==> src/rtl/graphics_pkg.sv <==
// Shared types for the graphics front end: triangle scheduler states, frame
// statistics and the retire bookkeeping helper.
package graphics_pkg;

  localparam int P_WIDTH_DEF    = 16;
  localparam int TRI_WORD_WIDTH = 9 * P_WIDTH_DEF;
  localparam int STAT_WIDTH     = 16;

  typedef enum logic [2:0] {
    TS_IDLE     = 3'd0,
    TS_FETCH    = 3'd1,
    TS_WAIT_MEM = 3'd2,
    TS_ISSUE    = 3'd3,
    TS_WAIT_RES = 3'd4,
    TS_DONE     = 3'd5
  } tri_sched_state_t;

  typedef enum logic [1:0] {
    RK_NONE    = 2'd0,
    RK_DRAWN   = 2'd1,
    RK_CULLED  = 2'd2,
    RK_TIMEOUT = 2'd3
  } retire_kind_t;

  typedef struct packed {
    logic [STAT_WIDTH-1:0] drawn;
    logic [STAT_WIDTH-1:0] culled;
    logic [STAT_WIDTH-1:0] timeouts;
  } tri_stats_t;

  localparam logic [STAT_WIDTH-1:0] STAT_ONE = STAT_WIDTH'(1'b1);

  // Bumps exactly one frame counter according to how a triangle left the pipe.
  function automatic tri_stats_t stats_retire(input tri_stats_t s, input retire_kind_t kind);
    tri_stats_t r;
    r = s;
    case (kind)
      RK_DRAWN:   r.drawn    = s.drawn + STAT_ONE;
      RK_CULLED:  r.culled   = s.culled + STAT_ONE;
      RK_TIMEOUT: r.timeouts = s.timeouts + STAT_ONE;
      default:    r = s;
    endcase
    return r;
  endfunction

endpackage

==> src/rtl/tri_pre_proc_scheduler.sv <==
// Frame sequencer for vertex_pre_proc: walks the triangle BRAM, issues one
// triangle at a time, tags results with their index and keeps frame stats.
module tri_pre_proc_scheduler
  import graphics_pkg::*;
#(
  parameter int P_WIDTH        = P_WIDTH_DEF,
  parameter int C_WIDTH        = 18,
  parameter int V_WIDTH        = 16,
  parameter int TRI_ADDR_WIDTH = 12,
  parameter int MEM_LATENCY    = 2,
  parameter int TIMEOUT_CYCLES = 255
) (
  input  logic                      clk_in,
  input  logic                      rst_in,
  input  logic                      frame_start_in,
  input  logic [TRI_ADDR_WIDTH-1:0] num_tris_in,
  input  logic [3*C_WIDTH-1:0]      cam_C_in,
  input  logic [3*V_WIDTH-1:0]      cam_u_in,
  input  logic [3*V_WIDTH-1:0]      cam_v_in,
  input  logic [3*V_WIDTH-1:0]      cam_n_in,
  output logic                      mem_en_out,
  output logic [TRI_ADDR_WIDTH-1:0] mem_addr_out,
  input  logic [9*P_WIDTH-1:0]      mem_data_in,
  output logic                      pp_valid_out,
  input  logic                      pp_ready_in,
  output logic [9*P_WIDTH-1:0]      pp_P_out,
  output logic [3*C_WIDTH-1:0]      pp_C_out,
  output logic [3*V_WIDTH-1:0]      pp_u_out,
  output logic [3*V_WIDTH-1:0]      pp_v_out,
  output logic [3*V_WIDTH-1:0]      pp_n_out,
  output logic                      pp_ready_out,
  input  logic                      pp_valid_in,
  input  logic                      pp_short_circuit_in,
  input  logic                      ds_ready_in,
  output logic                      ds_valid_out,
  output logic [TRI_ADDR_WIDTH-1:0] ds_tri_id_out,
  output logic                      busy_out,
  output logic                      frame_done_out,
  output logic [TRI_ADDR_WIDTH-1:0] drawn_count_out,
  output logic [TRI_ADDR_WIDTH-1:0] culled_count_out,
  output logic [TRI_ADDR_WIDTH-1:0] timeout_count_out
);

  localparam int TRI_W = 9 * P_WIDTH;
  localparam int LAT_W = $clog2(MEM_LATENCY + 1);
  localparam int TMR_W = $clog2(TIMEOUT_CYCLES + 1);

  localparam logic [LAT_W-1:0]          LAT_LAST = LAT_W'(MEM_LATENCY - 1);
  localparam logic [LAT_W-1:0]          LAT_ONE  = LAT_W'(1'b1);
  localparam logic [TMR_W-1:0]          TMR_LAST = TMR_W'(TIMEOUT_CYCLES - 1);
  localparam logic [TMR_W-1:0]          TMR_ONE  = TMR_W'(1'b1);
  localparam logic [TRI_ADDR_WIDTH-1:0] IDX_ONE  = TRI_ADDR_WIDTH'(1'b1);

  tri_sched_state_t            state_q, state_d;
  logic [TRI_ADDR_WIDTH-1:0]   tri_idx_q, tri_idx_d;
  logic [TRI_ADDR_WIDTH-1:0]   num_tris_q, num_tris_d;
  logic [LAT_W-1:0]            lat_cnt_q, lat_cnt_d;
  logic [TMR_W-1:0]            timer_q, timer_d;
  logic [TRI_W-1:0]            p_q, p_d;
  logic [3*C_WIDTH-1:0]        cam_c_q, cam_c_d;
  logic [3*V_WIDTH-1:0]        cam_u_q, cam_u_d;
  logic [3*V_WIDTH-1:0]        cam_v_q, cam_v_d;
  logic [3*V_WIDTH-1:0]        cam_n_q, cam_n_d;
  tri_stats_t                  stats_q, stats_d;
  retire_kind_t                retire_kind;

  // Next-state and datapath updates for the frame walk.
  always_comb begin
    state_d     = state_q;
    tri_idx_d   = tri_idx_q;
    num_tris_d  = num_tris_q;
    lat_cnt_d   = lat_cnt_q;
    timer_d     = timer_q;
    p_d         = p_q;
    cam_c_d     = cam_c_q;
    cam_u_d     = cam_u_q;
    cam_v_d     = cam_v_q;
    cam_n_d     = cam_n_q;
    stats_d     = stats_q;
    retire_kind = RK_NONE;

    case (state_q)
      TS_IDLE: begin
        if (frame_start_in) begin
          num_tris_d = num_tris_in;
          cam_c_d    = cam_C_in;
          cam_u_d    = cam_u_in;
          cam_v_d    = cam_v_in;
          cam_n_d    = cam_n_in;
          tri_idx_d  = '0;
          stats_d    = '0;
          state_d    = (num_tris_in == '0) ? TS_DONE : TS_FETCH;
        end else begin
          state_d = TS_IDLE;
        end
      end
      TS_FETCH: begin
        lat_cnt_d = '0;
        state_d   = TS_WAIT_MEM;
      end
      TS_WAIT_MEM: begin
        // The last counted cycle is the one where the BRAM word is valid.
        if (lat_cnt_q == LAT_LAST) begin
          p_d     = mem_data_in;
          state_d = TS_ISSUE;
        end else begin
          lat_cnt_d = lat_cnt_q + LAT_ONE;
        end
      end
      TS_ISSUE: begin
        if (pp_ready_in) begin
          timer_d = '0;
          state_d = TS_WAIT_RES;
        end else begin
          state_d = TS_ISSUE;
        end
      end
      TS_WAIT_RES: begin
        if (pp_short_circuit_in) begin
          retire_kind = RK_CULLED;
        end else if (pp_valid_in && ds_ready_in) begin
          retire_kind = RK_DRAWN;
        end else if (pp_valid_in) begin
          timer_d = timer_q;
        end else if (timer_q == TMR_LAST) begin
          retire_kind = RK_TIMEOUT;
        end else begin
          timer_d = timer_q + TMR_ONE;
        end

        stats_d = stats_retire(stats_q, retire_kind);
        if (retire_kind == RK_NONE) begin
          state_d = TS_WAIT_RES;
        end else if (tri_idx_q == num_tris_q - IDX_ONE) begin
          state_d = TS_DONE;
        end else begin
          tri_idx_d = tri_idx_q + IDX_ONE;
          state_d   = TS_FETCH;
        end
      end
      TS_DONE: begin
        state_d = TS_IDLE;
      end
      default: begin
        state_d = TS_IDLE;
      end
    endcase
  end

  // State and datapath registers.
  always_ff @(posedge clk_in or posedge rst_in) begin
    if (rst_in) begin
      state_q    <= TS_IDLE;
      tri_idx_q  <= '0;
      num_tris_q <= '0;
      lat_cnt_q  <= '0;
      timer_q    <= '0;
      p_q        <= '0;
      cam_c_q    <= '0;
      cam_u_q    <= '0;
      cam_v_q    <= '0;
      cam_n_q    <= '0;
      stats_q    <= '0;
    end else begin
      state_q    <= state_d;
      tri_idx_q  <= tri_idx_d;
      num_tris_q <= num_tris_d;
      lat_cnt_q  <= lat_cnt_d;
      timer_q    <= timer_d;
      p_q        <= p_d;
      cam_c_q    <= cam_c_d;
      cam_u_q    <= cam_u_d;
      cam_v_q    <= cam_v_d;
      cam_n_q    <= cam_n_d;
      stats_q    <= stats_d;
    end
  end

  // Control outputs are decodes of the state register only.
  assign mem_en_out     = (state_q == TS_FETCH);
  assign mem_addr_out   = tri_idx_q;
  assign pp_valid_out   = (state_q == TS_ISSUE);
  assign busy_out       = (state_q != TS_IDLE);
  assign frame_done_out = (state_q == TS_DONE);
  assign ds_tri_id_out  = tri_idx_q;

  assign pp_P_out = p_q;
  assign pp_C_out = cam_c_q;
  assign pp_u_out = cam_u_q;
  assign pp_v_out = cam_v_q;
  assign pp_n_out = cam_n_q;

  // The only combinational paths from inputs to outputs.
  assign pp_ready_out = ds_ready_in;
  assign ds_valid_out = (state_q == TS_WAIT_RES) && pp_valid_in && !pp_short_circuit_in;

  assign drawn_count_out   = TRI_ADDR_WIDTH'(stats_q.drawn);
  assign culled_count_out  = TRI_ADDR_WIDTH'(stats_q.culled);
  assign timeout_count_out = TRI_ADDR_WIDTH'(stats_q.timeouts);

endmodule
==> config.mk <==
export PLATFORM = sky130hd
export DESIGN_NAME = tri_pre_proc_scheduler
export DESIGN_NICKNAME = d
export VERILOG_FILES = /design/src/rtl/graphics_pkg.sv /design/src/rtl/tri_pre_proc_scheduler.sv
export SDC_FILE = /design/constraint.sdc
export NUM_CORES = 1
export LEC_CHECK = 0
export CORE_AREA = 2 2 298 300
export CTS_BUF_LIST = sky130_fd_sc_hd__clkbuf_16
export CTS_CLUSTER_DIAMETER = 60
export DETAILED_ROUTE_END_ITERATION = 10
export DIE_AREA = 0 0 300 302
export GPL_ROUTABILITY_DRIVEN = 1
export PLACE_DENSITY = 0.45
export SETUP_SLACK_MARGIN = 0.4
export SYNTH_ARGS = -nofsm -noshare
export SYNTH_HDL_FRONTEND = slang
export SYNTH_SLANG_ARGS = --single-unit
==> constraint.sdc <==
create_clock -name clk_in -period 20.2 [get_ports clk_in]
set_input_delay 4.04 -clock clk_in [delete_from_list [all_inputs] [get_ports clk_in]]
set_output_delay 4.04 -clock clk_in [all_outputs]
set_load 0.005 [all_outputs]
==> flow_metrics.env <==
export IMPL_clockBufferDepth=3
export IMPL_core_mm2=0.08756
export IMPL_p_total_mw=4.061
export IMPL_cts_setup_buffers=0
export IMPL_min_delay_path_class="flop to flop"
export IMPL_cts_root_buf="clkbuf_16"
export IMPL_regArea_mm2=0.01039
export IMPL_end_kind="output pin"
export IMPL_rows=109
export IMPL_grt_overflow=0
export IMPL_fin_skew_ns=0.03003
export IMPL_dp_cells=3468
export IMPL_slew_violations=0
export IMPL_power_density_mw_per_mm2=145.8
export IMPL_synth_cell_types=56
export IMPL_critical_path_class="primary input to output pin"
export IMPL_dieArea_mm2=0.09060
export IMPL_layoutNonFillerInstCount=3587
export IMPL_ys_seq_area_share_pct=61.38
export IMPL_rsz0062_at_grt="false"
export IMPL_synth_area_mm2=0.01692
export IMPL_vias=14420
export IMPL_vias_per_cell=4.019
export IMPL_synth_ff_type="dfrtp_1"
export IMPL_synth_common_cells="nand2_1 (652), dfrtp_1 (415), mux2_2 (147), clkbuf_1 (66), nor2_1 (47)"
export IMPL_multiInputGateArea_mm2=0.006086
export IMPL_status="complete, no violations"
export IMPL_wl_per_cell_um=17.62
export IMPL_synth_top_cell_area_share_pct=61.38
export IMPL_grt_pass1_wl_um=94530
export IMPL_syn_inst=1613
export IMPL_yosys_top_cells_area="dfrtp_1 (61%), nand2_1 (14%), mux2_2 (9.8%)"
export IMPL_syn2layout_area_growth_pct=64.59
export IMPL_hpwl_um=46410
export IMPL_place_congestion=0.8046
export IMPL_nets=2735
export IMPL_synth_net_count=1982
export IMPL_io_buffers=768
export IMPL_timing_slew_headroom_pct=25.92
export IMPL_wl_um=63220
export IMPL_layout_drive_gt1_share_pct=11.41
export IMPL_leakage_nw=12.31
export IMPL_required_ns=16.16
export IMPL_die_h_um=302
export IMPL_min_period_ns=9.474
export IMPL_ys_async_sr_fraction_pct=100.0
export IMPL_htree_levels=2
export IMPL_drt_iter0_markers=723
export IMPL_firstDrtPassIters=5
export IMPL_timing_final_crit_share_pct=46.90
export IMPL_cts_tree="done"
export IMPL_synth_most_common_cell="nand2_1"
export IMPL_final_setup_worst_slack_ns=10.73
export IMPL_setup_tns_ns=0
export IMPL_die_x_um=300
export IMPL_first_global_vias=15190
export IMPL_max_freq_mhz=105.6
export IMPL_setup_viol=0
export IMPL_synth_warning_count=0
export IMPL_cts_buffers=61
export IMPL_cp_start_kind="primary input"
export IMPL_path_clk_slew_ns=0.05
export IMPL_cts_sinks=415
export IMPL_ctsHoldBuffers=0
export IMPL_antenna_found_initial=3
export IMPL_arrival_ns=5.43
export IMPL_drv_cap=0
export IMPL_worst_slew_pin_slew_ns=1.111
export IMPL_final_antenna_net_count=0
export IMPL_worstSkewPairLatency_ns=0.62
export IMPL_hold_violations=0
export IMPL_ys_seq_elements=415
export IMPL_pre_cts_slack_ns=10.73
export IMPL_floorplan_initialDensity_pct=19.32
export IMPL_drc=0
export IMPL_yosys_area_top_type="dfrtp_1"
export IMPL_ios=769
export IMPL_synth_edf_count=0
export IMPL_n_fill_cell=8944
export IMPL_cts_resized=0
export IMPL_grt_usage_pct=13.49
export IMPL_postSynthAreaPerCell_um2=10.49
export IMPL_crit_fanout=7
export IMPL_grt_max_degree=116
export IMPL_vdd_drop_max_uv=78.38
[worst paths after layout]
| path | startpoint | to | slack, ns | cells after the start |
|---|---|---|---|---|
| max | pp_short_circuit_in | ds_valid_out | 10.73 | 3 |
| max reg2reg | state_q[2]$_DFFE_PP0P_ | pp_n_out[40]$_DFFE_PP0P_ | 16.46 | 6 |
| min in group asynchronous | rst_in | pp_u_out[16]$_DFFE_PP0P_ | 3.96 | 2 |
| max in group asynchronous | rst_in | pp_C_out[34]$_DFFE_PP0P_ | 13.32 | 5 |
| min | pp_u_out[20]$_DFFE_PP0P_ | pp_u_out[20]$_DFFE_PP0P_ | 0.47 | 2 |
| min reg2reg | pp_u_out[20]$_DFFE_PP0P_ | pp_u_out[20]$_DFFE_PP0P_ | 0.47 | 2 |
[per-layer routing]
metal | track usage, % | up-vias | share of wire [%]
met4 | 4.798 | 4 | 3.2
li1 | - | 6762 | -
met5 | 0 | - | 0.043
met2 | 24.07 | 470 | 52
met1 | 15.17 | 7060 | 38
met3 | 4.108 | 120 | 7.1
[placed cells by master (no fill, tap or decap), types with 16 or more instances in the layout]
cell             count
clkdlybuf4s50_1    768
nand2_1            652
dfrtp_1            415
mux2_2             147
clkbuf_16           63
nor2_1              46
nand3_1             29
o21ai_0             28
xor2_1              27
inv_1               23
nand4_1             21
a21oi_1             16
[power breakdown]
part           internal, mW  switching, mW  leakage, nW  total (mW)
clock network         0.658          0.425         1.04        1.08
registers              1.19          0.223         5.17        1.41
logic                 0.928          0.636         6.10        1.56
total                  2.78           1.28         12.3        4.06
[cell families after synthesis]
kind of cell             synth area share (%)
AND/OR/NAND/NOR                         20.14
AO/OA/AOI/OAI                           2.596
buffers and inverters                   2.751
XOR/XNOR                                2.019
adder cells (fa/ha/maj)                0.5916
multiplexers                            10.52
flip-flops                              61.38
[state kept, by name, indices dropped and copies added, names as in the netlist, 12 cells and up]
name               flops
drawn_count_out       12
num_tris_q            12
culled_count_out      12
pp_P_out             144
pp_C_out              54
ds_tri_id_out         12
pp_v_out              48
timeout_count_out     12
pp_n_out              48
pp_u_out              48
[per-stage QoR]
step	utilization, %	instance area, µm²	hold slack [ns]
finish	31.81	27850	0.4680
floorplan	-	16920	0.4452
CTS	31.80	27840	0.4748
global route	31.80	27840	0.4892
detailed placement	29.44	25780	0.4608
global placement	29.44	25780	0.4572
[cell type report]
cell class | instances | area share, %
diodes | 3 | 0.02696
clock buffers | 63 | 5.661
clock inverters | 53 | 1.752
inverters | 15 | 0.2291
multi-input cells | 1092 | 21.85
flip-flops and latches | 415 | 37.29
well taps | 1165 | 5.234
repair buffers | 781 | 27.95
[worst max-delay path, stage by stage]
cell	delay, ns
clkdlybuf4s50_1	0.58
nor3b_1	0.28
clkdlybuf4s50_1	0.53
No activity file was read; power rests on OpenSTA's default activity.
